--- config.mk ---
export PLATFORM = sky130hd
export DESIGN_NAME = vga_text_buf_ctrl
export DESIGN_NICKNAME = d
export VERILOG_FILES = /design/src/rtl/vga_text_pkg.sv /design/src/rtl/vga_text_buf_ctrl_arb.sv /design/src/rtl/vga_text_buf_ctrl.sv
export SDC_FILE = /design/constraint.sdc
export NUM_CORES = 1
export LEC_CHECK = 0
export BUFFER_PORTS_ARGS = -buffer_cell sky130_fd_sc_hd__buf_4
export CAP_MARGIN = 20
export CORE_AREA = 5 5 108 110
export DETAILED_ROUTE_END_ITERATION = 6
export DIE_AREA = 0 0 113 115
export HOLD_SLACK_MARGIN = 0.02
export PLACE_DENSITY_LB_ADDON = 0.1
export SETUP_SLACK_MARGIN = 0.02
export SLEW_MARGIN = 10
export SYNTH_ARGS = -nofsm -noshare
export SYNTH_HDL_FRONTEND = slang
export SYNTH_HIERARCHICAL = 1
export SYNTH_SLANG_ARGS = --single-unit
--- constraint.sdc ---
create_clock -name I_clk -period 4.05 [get_ports I_clk]
set_input_delay 0.405 -clock I_clk [delete_from_list [all_inputs] [get_ports I_clk]]
set_output_delay 0.405 -clock I_clk [all_outputs]
set_load 0.05 [all_outputs]
--- src/rtl/vga_text_pkg.sv ---
// Shared constants, command encoding and engine states for the VGA text buffer controller.
package vga_text_pkg;
    localparam int COLS  = 80;
    localparam int ROWS  = 30;
    localparam int CELLS = COLS * ROWS;

    localparam logic [15:0] FILL_CELL = 16'h0F20;

    localparam logic CMD_CLEAR  = 1'b0;
    localparam logic CMD_SCROLL = 1'b1;

    // Bit positions in the one-hot arbiter grant
    localparam int GNT_FETCH = 0;
    localparam int GNT_CPU   = 1;
    localparam int GNT_ENG   = 2;

    typedef enum logic [2:0] {
        ST_IDLE,
        ST_CLR_WR,
        ST_SCR_RD,
        ST_SCR_WAIT,
        ST_SCR_WR,
        ST_SCR_CLR,
        ST_DONE
    } eng_state_e;
endpackage

--- src/rtl/vga_text_buf_ctrl_arb.sv ---
// Fetch-first arbiter; CPU and engine share the leftover slots round-robin.
module vga_text_arb
    import vga_text_pkg::*;
(
    input  logic       I_clk,
    input  logic       I_rst_n,
    input  logic       I_fetch_req,
    input  logic       I_cpu_req,
    input  logic       I_eng_req,
    output logic [2:0] O_gnt
);

    // eng_first_q set means the CPU was served last, so the engine wins a tie
    logic eng_first_q;
    logic eng_first_d;

    always_comb begin
        O_gnt       = '0;
        eng_first_d = eng_first_q;
        if (I_fetch_req) begin
            O_gnt[GNT_FETCH] = 1'b1;
        end else if (I_cpu_req && I_eng_req) begin
            if (eng_first_q) begin
                O_gnt[GNT_ENG] = 1'b1;
            end else begin
                O_gnt[GNT_CPU] = 1'b1;
            end
        end else if (I_cpu_req) begin
            O_gnt[GNT_CPU] = 1'b1;
        end else if (I_eng_req) begin
            O_gnt[GNT_ENG] = 1'b1;
        end
        if (O_gnt[GNT_CPU]) begin
            eng_first_d = 1'b1;
        end
        if (O_gnt[GNT_ENG]) begin
            eng_first_d = 1'b0;
        end
    end

    always_ff @(posedge I_clk or negedge I_rst_n) begin
        if (!I_rst_n) begin
            eng_first_q <= 1'b0;
        end else begin
            eng_first_q <= eng_first_d;
        end
    end

endmodule

--- src/rtl/vga_text_buf_ctrl.sv ---
// Character RAM owner for the VGA text console: fetch pipe, CPU writes and clear/scroll engine.
//
// state       | meaning
// ST_IDLE     | waiting for a command, O_cmd_ready high
// ST_CLR_WR   | writing FILL_CELL to every cell, one per engine grant
// ST_SCR_RD   | reading source cell d+COLS
// ST_SCR_WAIT | two cycles after the read grant, latch the RAM data
// ST_SCR_WR   | writing the latched cell to destination d
// ST_SCR_CLR  | filling the last row with FILL_CELL
// ST_DONE     | one-cycle completion pulse
module vga_text_buf_ctrl
    import vga_text_pkg::*;
#(
    parameter int AW = 12,
    parameter int DW = 16
) (
    input  logic          I_clk,
    input  logic          I_rst_n,
    input  logic          I_fetch_req,
    input  logic [AW-1:0] I_fetch_addr,
    output logic          O_fetch_valid,
    output logic [DW-1:0] O_fetch_data,
    input  logic          I_cpu_valid,
    input  logic [AW-1:0] I_cpu_addr,
    input  logic [DW-1:0] I_cpu_wdata,
    output logic          O_cpu_ready,
    input  logic          I_cmd_valid,
    input  logic          I_cmd,
    output logic          O_cmd_ready,
    output logic          O_busy,
    output logic          O_done,
    output logic          O_ram_en,
    output logic          O_ram_we,
    output logic [AW-1:0] O_ram_addr,
    output logic [DW-1:0] O_ram_wdata,
    input  logic [DW-1:0] I_ram_rdata
);

    localparam logic [AW-1:0] LAST_CELL = AW'(CELLS - 1);
    localparam logic [AW-1:0] LAST_COPY = AW'(COLS * (ROWS - 1) - 1);
    localparam logic [AW-1:0] ROW_STEP  = AW'(COLS);
    localparam logic [DW-1:0] FILL      = DW'(FILL_CELL);

    eng_state_e    state_q, state_d;
    logic [AW-1:0] cnt_q, cnt_d;
    logic [DW-1:0] cell_q, cell_d;
    logic          wait_q, wait_d;

    logic          ram_en_q, ram_en_d;
    logic          ram_we_q, ram_we_d;
    logic [AW-1:0] ram_addr_q, ram_addr_d;
    logic [DW-1:0] ram_wdata_q, ram_wdata_d;

    logic          fv1_q, fv2_q;
    logic          fetch_valid_q;
    logic [DW-1:0] fetch_data_q, fetch_data_d;

    logic          eng_req, eng_we;
    logic [AW-1:0] eng_addr;
    logic [DW-1:0] eng_wdata;
    logic [2:0]    gnt;
    logic          cpu_in_range;
    logic          cpu_wr;

    vga_text_arb u_arb (
        .I_clk       (I_clk),
        .I_rst_n     (I_rst_n),
        .I_fetch_req (I_fetch_req),
        .I_cpu_req   (I_cpu_valid),
        .I_eng_req   (eng_req),
        .O_gnt       (gnt)
    );

    assign cpu_in_range = (I_cpu_addr <= LAST_CELL);
    assign cpu_wr       = gnt[GNT_CPU] && cpu_in_range;

    always_comb begin
        eng_req   = 1'b0;
        eng_we    = 1'b1;
        eng_addr  = cnt_q;
        eng_wdata = FILL;
        case (state_q)
            ST_CLR_WR, ST_SCR_CLR: eng_req = 1'b1;
            ST_SCR_RD: begin
                eng_req  = 1'b1;
                eng_we   = 1'b0;
                eng_addr = cnt_q + ROW_STEP;
            end
            ST_SCR_WR: begin
                eng_req   = 1'b1;
                eng_wdata = cell_q;
            end
            default: ;
        endcase
    end

    always_comb begin
        state_d = state_q;
        cnt_d   = cnt_q;
        cell_d  = cell_q;
        wait_d  = 1'b0;
        case (state_q)
            ST_IDLE: begin
                if (I_cmd_valid) begin
                    cnt_d   = '0;
                    state_d = (I_cmd == CMD_SCROLL) ? ST_SCR_RD : ST_CLR_WR;
                end
            end
            ST_CLR_WR, ST_SCR_CLR: begin
                if (gnt[GNT_ENG]) begin
                    if (cnt_q == LAST_CELL) begin
                        state_d = ST_DONE;
                    end else begin
                        cnt_d = cnt_q + 1'b1;
                    end
                end
            end
            ST_SCR_RD: begin
                if (gnt[GNT_ENG]) begin
                    state_d = ST_SCR_WAIT;
                end
            end
            // Fixed two-cycle wait: the read data is ours even if fetch took the port meanwhile
            ST_SCR_WAIT: begin
                if (!wait_q) begin
                    wait_d = 1'b1;
                end else begin
                    cell_d  = I_ram_rdata;
                    state_d = ST_SCR_WR;
                end
            end
            ST_SCR_WR: begin
                if (gnt[GNT_ENG]) begin
                    cnt_d   = cnt_q + 1'b1;
                    state_d = (cnt_q == LAST_COPY) ? ST_SCR_CLR : ST_SCR_RD;
                end
            end
            ST_DONE: state_d = ST_IDLE;
            default: state_d = ST_IDLE;
        endcase
    end

    // Out-of-range CPU writes are granted but never reach the RAM
    always_comb begin
        ram_en_d    = gnt[GNT_FETCH] || gnt[GNT_ENG] || cpu_wr;
        ram_we_d    = cpu_wr || (gnt[GNT_ENG] && eng_we);
        ram_addr_d  = ram_addr_q;
        ram_wdata_d = ram_wdata_q;
        if (gnt[GNT_FETCH]) begin
            ram_addr_d = I_fetch_addr;
        end else if (cpu_wr) begin
            ram_addr_d  = I_cpu_addr;
            ram_wdata_d = I_cpu_wdata;
        end else if (gnt[GNT_ENG]) begin
            ram_addr_d = eng_addr;
            if (eng_we) begin
                ram_wdata_d = eng_wdata;
            end
        end
        fetch_data_d = fv2_q ? I_ram_rdata : fetch_data_q;
    end

    always_ff @(posedge I_clk or negedge I_rst_n) begin
        if (!I_rst_n) begin
            state_q       <= ST_IDLE;
            cnt_q         <= '0;
            cell_q        <= '0;
            wait_q        <= 1'b0;
            ram_en_q      <= 1'b0;
            ram_we_q      <= 1'b0;
            ram_addr_q    <= '0;
            ram_wdata_q   <= '0;
            fv1_q         <= 1'b0;
            fv2_q         <= 1'b0;
            fetch_valid_q <= 1'b0;
            fetch_data_q  <= '0;
        end else begin
            state_q       <= state_d;
            cnt_q         <= cnt_d;
            cell_q        <= cell_d;
            wait_q        <= wait_d;
            ram_en_q      <= ram_en_d;
            ram_we_q      <= ram_we_d;
            ram_addr_q    <= ram_addr_d;
            ram_wdata_q   <= ram_wdata_d;
            fv1_q         <= gnt[GNT_FETCH];
            fv2_q         <= fv1_q;
            fetch_valid_q <= fv2_q;
            fetch_data_q  <= fetch_data_d;
        end
    end

    assign O_cpu_ready   = gnt[GNT_CPU];
    assign O_cmd_ready   = (state_q == ST_IDLE);
    assign O_busy        = (state_q != ST_IDLE);
    assign O_done        = (state_q == ST_DONE);
    assign O_ram_en      = ram_en_q;
    assign O_ram_we      = ram_we_q;
    assign O_ram_addr    = ram_addr_q;
    assign O_ram_wdata   = ram_wdata_q;
    assign O_fetch_valid = fetch_valid_q;
    assign O_fetch_data  = fetch_data_q;

endmodule
Word-level counts from Yosys, hierarchy flattened
Cells that the tools add are included.
Widths: inputs -> output; s select.
Word-level totals
  output and inout bits: 51
  logic and storage cells: 87
  input port bits: 62
  flip-flop bits (word level): 82
Operators by class
  equality and inequality tests: 16
  magnitude comparators: 1
  muxes and demuxes: 36
  add/subtract/negate cells: 2
  reduce and logical (&&, ||, !) cells: 18
  bitwise operators: 1
Operators with widths (number)
  $mux 12: 8
  $mux 16: 4
  $pmux 12 s3: 1
  $eq 12x12->1 const B: 2
  $mux 3: 7
  $ne 2x2->1 const B: 8
  $pmux 3 s5: 1
  $add 12x1->12 const B: 1
  $add 12x7->12 const B: 1
  $le 12x12->1 const B: 1
  $mux 1: 12
  $eq 3x3->1 const B: 3
  $reduce_bool 3->1: 3
  $eq 3x2->1 const B: 2
  $mux 2: 3
  $reduce_and 6->1: 1
  $reduce_and 5->1: 1
  $reduce_bool 2->1: 2
  $reduce_or 4->1: 1
  $eq 3x1->1 const B: 1
  $logic_and 1x1->1: 3
  $logic_not 3->1: 1
  $logic_or 1x1->1: 3
  $reduce_and 3->1: 1
  other kinds (3): 3

Logic depth before layout (Yosys ltp)
Gate-level depths: netlist (run 1).
  depth after elaboration: 10
  gate-level depth with buffers: 12
  mapped depth without buffers: 8

Hierarchy
Netlist (run 1), hierarchy kept.
Modules (own cells, without submodules)
  vga_text_buf_ctrl: cells each 386, sequential area each 2026.9 µm², area each 4152.7 µm², instances 1
  vga_text_arb: cells each 8, sequential area each 25.0 µm², area each 77.6 µm², instances 1

Worst setup path before layout (run 1)
No wires, ideal clock.
  path type: register -> register
  from: reg state_q[2]
  to: reg ram_wdata_q[10], in the netlist O_ram_wdata[10]
  arrival time: 3.348 ns
  buffers on the path: 2
  setup time: 0.125 ns
  cell stages (with the launch flop): 9
  setup slack: 0.578 ns
  data required time: 3.925 ns
  clock period less this slack: 3.472 ns
  cells stage by stage: dfrtp_1 > clkbuf_1 > nor2_1 > xnor2_1 > a21oi_1 > o211ai_1 > a21oi_2 > buf_2 > mux2_2
Between the ends
  word-level cells in the longest chain between the ends: 9
  elaborated cells on any way between the ends: 19
  those cells by class: eq/ne: 5; mux: 9; reduce/logical: 5
RTL lines
  start, declared: RTL line vga_text_buf_ctrl.sv:44  | eng_state_e state_q, state_d;
  start signal, assigned: RTL line vga_text_buf_ctrl.sv:178  | state_q <= state_d;
  $eq 3x3->1 (tied with other cells): RTL line vga_text_buf_ctrl.sv:82  | case (state_q)
  $reduce_or 4->1 (no source line) *
  $mux 1 *: RTL line vga_text_buf_ctrl.sv:82
  net eng_req: RTL line vga_text_buf_ctrl.sv:58  | logic eng_req, eng_we;
  $logic_and 1x1->1 *: RTL line vga_text_buf_ctrl_arb.sv:22  | end else if (I_cpu_req && I_eng_req) begin
  $mux 2 *: RTL line vga_text_buf_ctrl_arb.sv:22
  $mux 2 *: RTL line vga_text_buf_ctrl_arb.sv:20  | if (I_fetch_req) begin
  net O_cpu_ready: RTL line vga_text_buf_ctrl.sv:26  | output logic O_cpu_ready,
  $logic_and 1x1->1 *: RTL line vga_text_buf_ctrl.sv:75  | assign cpu_wr = gnt[GNT_CPU] && cpu_in_range;
  $ne 2x2->1 (no source line) or $reduce_bool 2->1 (tied branches)
  $reduce_and 3->1 (no source line)
  end signal, assigned: RTL line vga_text_buf_ctrl.sv:185  | ram_wdata_q <= ram_wdata_d;
  end, declared: RTL line vga_text_buf_ctrl.sv:52  | logic [DW-1:0] ram_wdata_q, ram_wdata_d;
Mark *: on every way through the listed nets, which the timed path passes. The rest lies on a longest branch. The select of a mux whose other input is x is not followed.
A chain may end at the register's enable or synchronous reset.

Worst setup path after layout (run 1)
  from: reg state_q[0]
  to: reg cnt_q[5]
Between the ends
  word-level cells in the longest chain between the ends: 9
  elaborated cells on any way between the ends: 20
  those cells by class: eq/ne: 8; mux: 6; reduce/logical: 6
RTL lines
  $eq 3x3->1 (tied with other cells): RTL line vga_text_buf_ctrl.sv:82
  $reduce_or 4->1 (no source line) *
  $mux 1 *: RTL line vga_text_buf_ctrl.sv:82
  net eng_req: RTL line vga_text_buf_ctrl.sv:58
  $mux 1: RTL line vga_text_buf_ctrl_arb.sv:30  | end else if (I_eng_req) begin
  $mux 1: RTL line vga_text_buf_ctrl_arb.sv:28  | end else if (I_cpu_req) begin
  $mux 2 *: RTL line vga_text_buf_ctrl_arb.sv:22
  $mux 2 *: RTL line vga_text_buf_ctrl_arb.sv:20
  net gnt[2]: RTL line vga_text_buf_ctrl.sv:61  | logic [2:0] gnt;
  $ne 2x2->1 (no source line)
  $reduce_and 5->1 (no source line) *
  end signal, assigned: RTL line vga_text_buf_ctrl.sv:179  | cnt_q <= cnt_d;
  end, declared: RTL line vga_text_buf_ctrl.sv:45  | logic [AW-1:0] cnt_q, cnt_d;
Mark *: on every way through the listed nets, which the timed path passes. The rest lies on a longest branch.

==> results.md, run 1 <==
- Status: finished clean
- DR iter-0 viols: 129
- Cell Chain, Critical Path: nor2_1 > buf_4 > xnor2_1 > nor2b_2 > a21boi_2 > inv_1 > o31a_4 > nor4_1 > mux2_2
- 1st-pass router iterations: 4
- GRT Util Overall: about 17%
- Ys flop type: dfrtp_1
- Mapped Cells: slightly below 400
- Post-route cell area: roughly 5400 um2
- Mean Syn Cell Area: 10.7 um2
- Post-Place Cells: around 630
- Clock sink total: 82
- H-tree Lvls: 3
- Area Growth Syn to Fin: 28.3%
- Final worst-path cycle share: a little under three quarters
- Hold Buf Count CTS: 0
- Global-route wire length before repair: between 15 and 20 mm
- Clock buffer count from CTS: 9
- TritonCTS clock tree: yes
- Max-cap check violation count: 0
- DIE AREA: approximately 13000 um2
- Flop2flop setup slack: 1150 ps
- Most frequent cells in the layout: buf_4 (120), dfrtp_1 (82), mux2_2 (54), nand2_1 (33), inv_1 (23)
- Total number of vias: approximately 3400
- Unrepaired setup endpoints after global routing: false
- # rows: 38
- Max IR drop VDD: between 0.2 and 0.3 mV
- Final-report hold violation count: 0
- Max incr delay on CP: about 630 ps
- Worst Setup Slack, final: 1150 ps
- FF+latch count, synth: 82
- Fin Clk Skew: 5.28 ps
- Starting Density: between 30% and 40%
- Relative slew slack: a little under half
- Final setup viols: 0
- Syn. warnings: 6
- Fin cells: around 640
- Pleak: 2.50 nW
- Average via count per standard cell: 5.21
- Drt wl/cell: 16.5 um
- IO Port Bufs: ~110
- Slowest cell on the critical path: dfrtp_1
- Largest net degree at the start of global routing: 83
- Worst EP required: roughly 4300 ps
- Post-synth EDFFs: 0
- Hold WC Path Type: input port to asynchronous set/reset pin
- Crit start category: register
- Layout cell share with drive strength beyond 1: 39.1%
- Syn nets: 460
- Congestion Overflow GR: 0
- Setup TNS: 0 ps
- Crit-path max FO: 21
- Final core utilization: between 50% and 60%
- Top area cells in the synthesized netlist: dfrtp_1 (49%), mux2_2 (14%), mux2i_1 (3.5%), nand2_1 (2.9%), o31ai_1 (2.5%)
- Sequential area share after synthesis: ~49%
- Crit path DAT: 3150 ps
- I/O Pins: around 110
- Async SR Flop Fraction: 100%
- Dominant cell type by area after synthesis: dfrtp_1
- Dpl hpwl: ~7.5 mm
- Residual DRC: 0
- Post-CTS Repair Setup Buffers: 0
- R2R Path Start: state_q[0]$_DFFE_PN0P_
- Fin crit period: ~2900 ps
- Place WS: ~1200 ps
- Post-cts resize count: 0
- Worst-path clk slew: approximately 90 ps
- CP Class: register to register
- Die span in y: approximately 120 um
- Reg2Reg Capture Point: cnt_q[5]$_DFFE_PN0P_
- Die span in x: 113 um
- PD cells: 645 nW/um2
- Crit path from: state_q[0]$_DFFE_PN0P_
- Commonest non-fill, non-tap cell in the layout: buf_4
- Post-route ant nets: 0
- DRT Wirelength: around 11 mm
- FMAX: ~340 MHz
- Worst Reg-to-Reg Cells: 9
- CP Capture Type: register
- Synth top area share: ~49%
- Core Box Area: ~11000 um2
- RD Place Congestion: 0.820
- Cell Area, Synth: between 4000 and 5000 um2
- Clk_lat worst skew: roughly 350 ps
- Worst Tran Pin Value: around 810 ps
- Antenna Cells: 0
- Root Driver: clkbuf_8
- Clock Path Buffers: 2
- Nets: between 500 and 600
- Pins over their slew limit: 0
- Total placed instance area: between 5000 and 6000 um2
- Vias in the first global route: roughly 3500
- Cell variety after synth: 56
- Initial antenna violation count: 0
## routing by layer
metal	up-vias	track usage, %	wire length [um]
met5	-	0	0
met4	0	5.13	129
met3	13	6.11	826
met2	94	27.1	5110
met1	1611	22.7	4540
li1	1636	-	-
## worst max-delay path by stage
stage                     depth (start not counted)                          end
after floorplan                                   8  O_ram_wdata[10]$_DFFE_PN0P_
after global placement                            9   O_ram_wdata[7]$_DFFE_PN0P_
after detailed placement                          9         cnt_q[5]$_DFFE_PN0P_
after CTS                                         9         cnt_q[5]$_DFFE_PN0P_
after global routing                              9       state_q[2]$_DFFE_PN0P_
final                                             9         cnt_q[5]$_DFFE_PN0P_
## final cells by class
cell class              count  area (um2)
inverters                  23        86.3
flip-flops and latches     82        2050
well taps                 140         175
multi-input cells         263        1980
repair buffers            121         928
clock inverters             4        77.6
clock buffers              11         131
fillers                   971        5170
## critical path, delay by kind of cell (launching register included)
family / cells / cell delay (ps)
AO/OA/AOI/OAI: 2 / 700
flip-flops: 1 / 630
AND/OR/NAND/NOR: 3 / 610
multiplexers: 1 / 370
buffers and inverters: 2 / 320
XOR/XNOR: 1 / 160
## cells in the mapped netlist, drive strengths merged (2+ instances only)
master   count
a211oi       5
a21oi       17
a2bb2oi      2
a311o        3
a31o         2
a31oi        3
and3         2
buf          6
clkbuf      20
dfrtp       82
ha           4
inv         23
mux2        54
mux2i       15
nand2       33
nand2b       8
nand3        4
nand4        3
nor2        14
nor2b       10
nor3         3
nor3b        2
nor4         8
o211ai       2
o21ai       13
o31ai       14
or2b         2
or3          9
or4          7
xnor2        3
## logic make-up (layout without fill, tap and decap cells)
kind of cell,after synthesis,in the layout,share of synthesized area [%]
and+or+nand+nor,113,113,14.6
DFF,82,82,48.5
AOI/OAI and AO/OA,74,74,12.3
muxes,69,69,17.9
buffers and inverters,49,159,4.85
adders and majority gates,4,4,1.18
xor gates and xnor gates,3,3,0.621
## metrics by stage
stage | hold WS [ps] | total power [mW]
6_report | 17.8 | 3.50
5_1_grt | 48.2 | 3.74
4_1_cts | 238 | 3.54
3_5_place_dp | 339 | 2.89
3_3_place_gp | 341 | 2.87
2_1_floorplan | 109 | 2.41
## where the power goes
group	switching (mW)	internal (mW)	leakage, nW
combinational	0.986	0.630	1.39
sequential	0.179	1.06	1.00
clock	0.304	0.347	0.104
total	1.47	2.04	2.50
## sequential cells by signal, indices dropped and copies added, names as in the netlist, 3 cells and up
register      flops
O_fetch_data     16
O_ram_addr       12
O_ram_wdata      16
cell_q           16
cnt_q            12
state_q           3
No activity file was read; power rests on OpenSTA's default activity.
==> run 2, diff against run 1 <==
==> constraint.sdc (replaced) <==
create_clock -name I_clk -period 2.85 [get_ports I_clk]
set_input_delay 0.285 -clock I_clk [delete_from_list [all_inputs] [get_ports I_clk]]
set_output_delay 0.285 -clock I_clk [all_outputs]
set_load 0.05 [all_outputs]
==> run 2 against run 1 <==
  * Clock skew increased by 2.3 ps
  * Count of clock-buffer cells in the layout decreased by 1
  * Cell count increased by 0.93%
  * First-iteration DRC count is 22% higher
  * Setup slack worse by 800 ps
  * Non-clock buffer count grew 5
  * Cell area rose by 0.65%
  * Sequential share of layout area fell by 0.24 points
  * Global-route usage shrank 0.45 points
  * Critical path depth decreased by 1
  * Sequential cell count unchanged
  * Critical path type unchanged
  * Critical endpoint unchanged
  * Highest routed layer unchanged
==> results.md, run 2 (synthesized netlist as in run 1, its figures left out) <==
- H-tree Lvls: 3
- Post-CTS Repair Setup Buffers: 0
- Hold path depth: 3
- RD Place Congestion: about 0.83
- Clock sink total: around 80
- Root Driver: clkbuf_8
- Global-route wire length before repair: between 15 and 20 mm
- Fillers: just under 1000
- Hold WC Path Type: input port to register
- Total number of vias: roughly 3400
- Starting Density: around two fifths
- Area Growth Syn to Fin: 29.2%
- DRT Wirelength: 10.5 mm
- Congestion Overflow GR: 0
- Average via count per standard cell: ~5.2
- Status: finished clean
- Crit start category: register
- Final-report hold violation count: 0
- Vias in the first global route: 3531
- TritonCTS clock tree: yes
- Die span in y: approximately 120 um
- Final worst-path cycle share: between 80% and 90%
- Worst Tran Pin Value: 773 ps
- Worst EP required: just over 3000 ps
- Clock buffer count from CTS: 9
- Pins over their slew limit: 0
- Die span in x: between 100 and 150 um
- Post-cts resize count: 0
- Worst Reg-to-Reg Cells: 8
- # rows: 38
- Most frequent cells in the layout: buf_4 (125), dfrtp_1 (82), mux2_2 (54), nand2_1 (33), inv_1 (23)
- Final setup viols: 0
- Initial antenna violation count: 0
- IO Port Bufs: between 100 and 150
- Max-cap check violation count: 0
- Post-route ant nets: 0
- PD cells: between 900 and 1000 nW/um2
- I/O Pins: 113
- Fin crit period: between 2000 and 3000 ps
- Clock Path Buffers: 2
- Fin Clk Skew: approximately 7.6 ps
- Relative slew slack: a little under half
- Clk_lat worst skew: between 300 and 400 ps
- CP Class: register to register
- Nets: about 570
- Core Box Area: around 11000 um2
- Max incr delay on CP: ~440 ps
- Worst-path clk slew: 90 ps
- DIE AREA: between 10000 and 15000 um2
- Setup TNS: 0 ps
- FMAX: roughly 400 MHz
- Crit-path max FO: 21
- Drt wl/cell: 16.2 um
- Slowest cell on the critical path: o31a_4
- Largest net degree at the start of global routing: 48
- Pleak: about 2.5 nW
- Crit path DAT: 2760 ps
- Unrepaired setup endpoints after global routing: false
- 1st-pass router iterations: 4
- Antenna Cells: 0
- DR iter-0 viols: roughly 160
- Hold_ws: around 130 ps
- Max IR drop VDD: 0.555 mV
- Commonest non-fill, non-tap cell in the layout: buf_4
- Layout cell share with drive strength beyond 1: between 40% and 50%
- Hold Buf Count CTS: 1
- Residual DRC: 0
- Dpl hpwl: 7.81 mm
- Cell Chain, Critical Path: nor2_2 > xnor2_2 > nor2b_2 > a21boi_2 > inv_1 > o31a_4 > nor4_1 > mux2_2
- Post-Place Cells: about 630
- CP Capture Type: register
- GRT Util Overall: between 10% and 20%
- Fin cells: 650
==> run 2: area by class of cell <==
class | instances | area (um2) | area share [%]
clock buffers | 10 | 138 | 2.52
clock inverters | 6 | 65.1 | 1.19
inverters | 23 | 86.3 | 1.58
multi-input cells | 263 | 2000 | 36.6
flip-flops and latches | 82 | 2050 | 37.6
well taps | 140 | 175 | 3.21
repair buffers | 126 | 948 | 17.4
==> run 2: where the power goes <==
part	internal, mW	leakage [nW]	total, mW	switching (mW)
sequential	1.51	1.00	1.71	0.204
clock	0.431	0.103	0.874	0.444
combinational	0.932	1.42	2.42	1.49
total	2.87	2.52	5.01	2.14
==> run 2: per-layer routing <==
layer	up-vias	wire, um	track usage (%)	share of wire, %
li1	1641	-	-	-
met1	1649	4540	21.6	43
met2	106	5090	27.6	48
met3	13	747	4.63	7.1
met4	0	170	5.85	1.6
met5	-	0	0	0
==> run 2: final timing paths <==
path                       slack (ps)                    from                          to
setup / recovery                  340  state_q[0]$_DFFE_PN0P_        cnt_q[5]$_DFFE_PN0P_
hold / removal                    130         I_fetch_addr[3]   O_ram_addr[3]$_DFFE_PN0P_
setup reg to reg                  340  state_q[0]$_DFFE_PN0P_        cnt_q[5]$_DFFE_PN0P_
hold reg to reg                   360         fv1_q$_DFF_PN0_             fv2_q$_DFF_PN0_
max in group asynchronous        1680                 I_rst_n  O_ram_wdata[4]$_DFFE_PN0P_
min in group asynchronous         480                 I_rst_n   O_ram_addr[0]$_DFFE_PN0P_
==> run 2: worst max-delay path: cells and delay by family, from the launching register on <==
kind / cells / cell delay (ps)
and+or+nand+nor: 3 / 680
AOI/OAI and AO/OA: 2 / 680
DFF: 1 / 400
muxes: 1 / 360
xor gates and xnor gates: 1 / 160
buffers and inverters: 1 / 130
==> run 2: metrics by stage <==
stage	power, mW	util, %	cell area [um2]	worst slack, ps
after CTS	5.08	51.5	5460	311
after global routing	5.33	51.5	5460	74.8
after detailed placement	4.18	49.5	5250	326
final	5.01	51.5	5460	342
after global placement	4.14	49.5	5250	412
after floorplan	3.46	-	4250	37.2
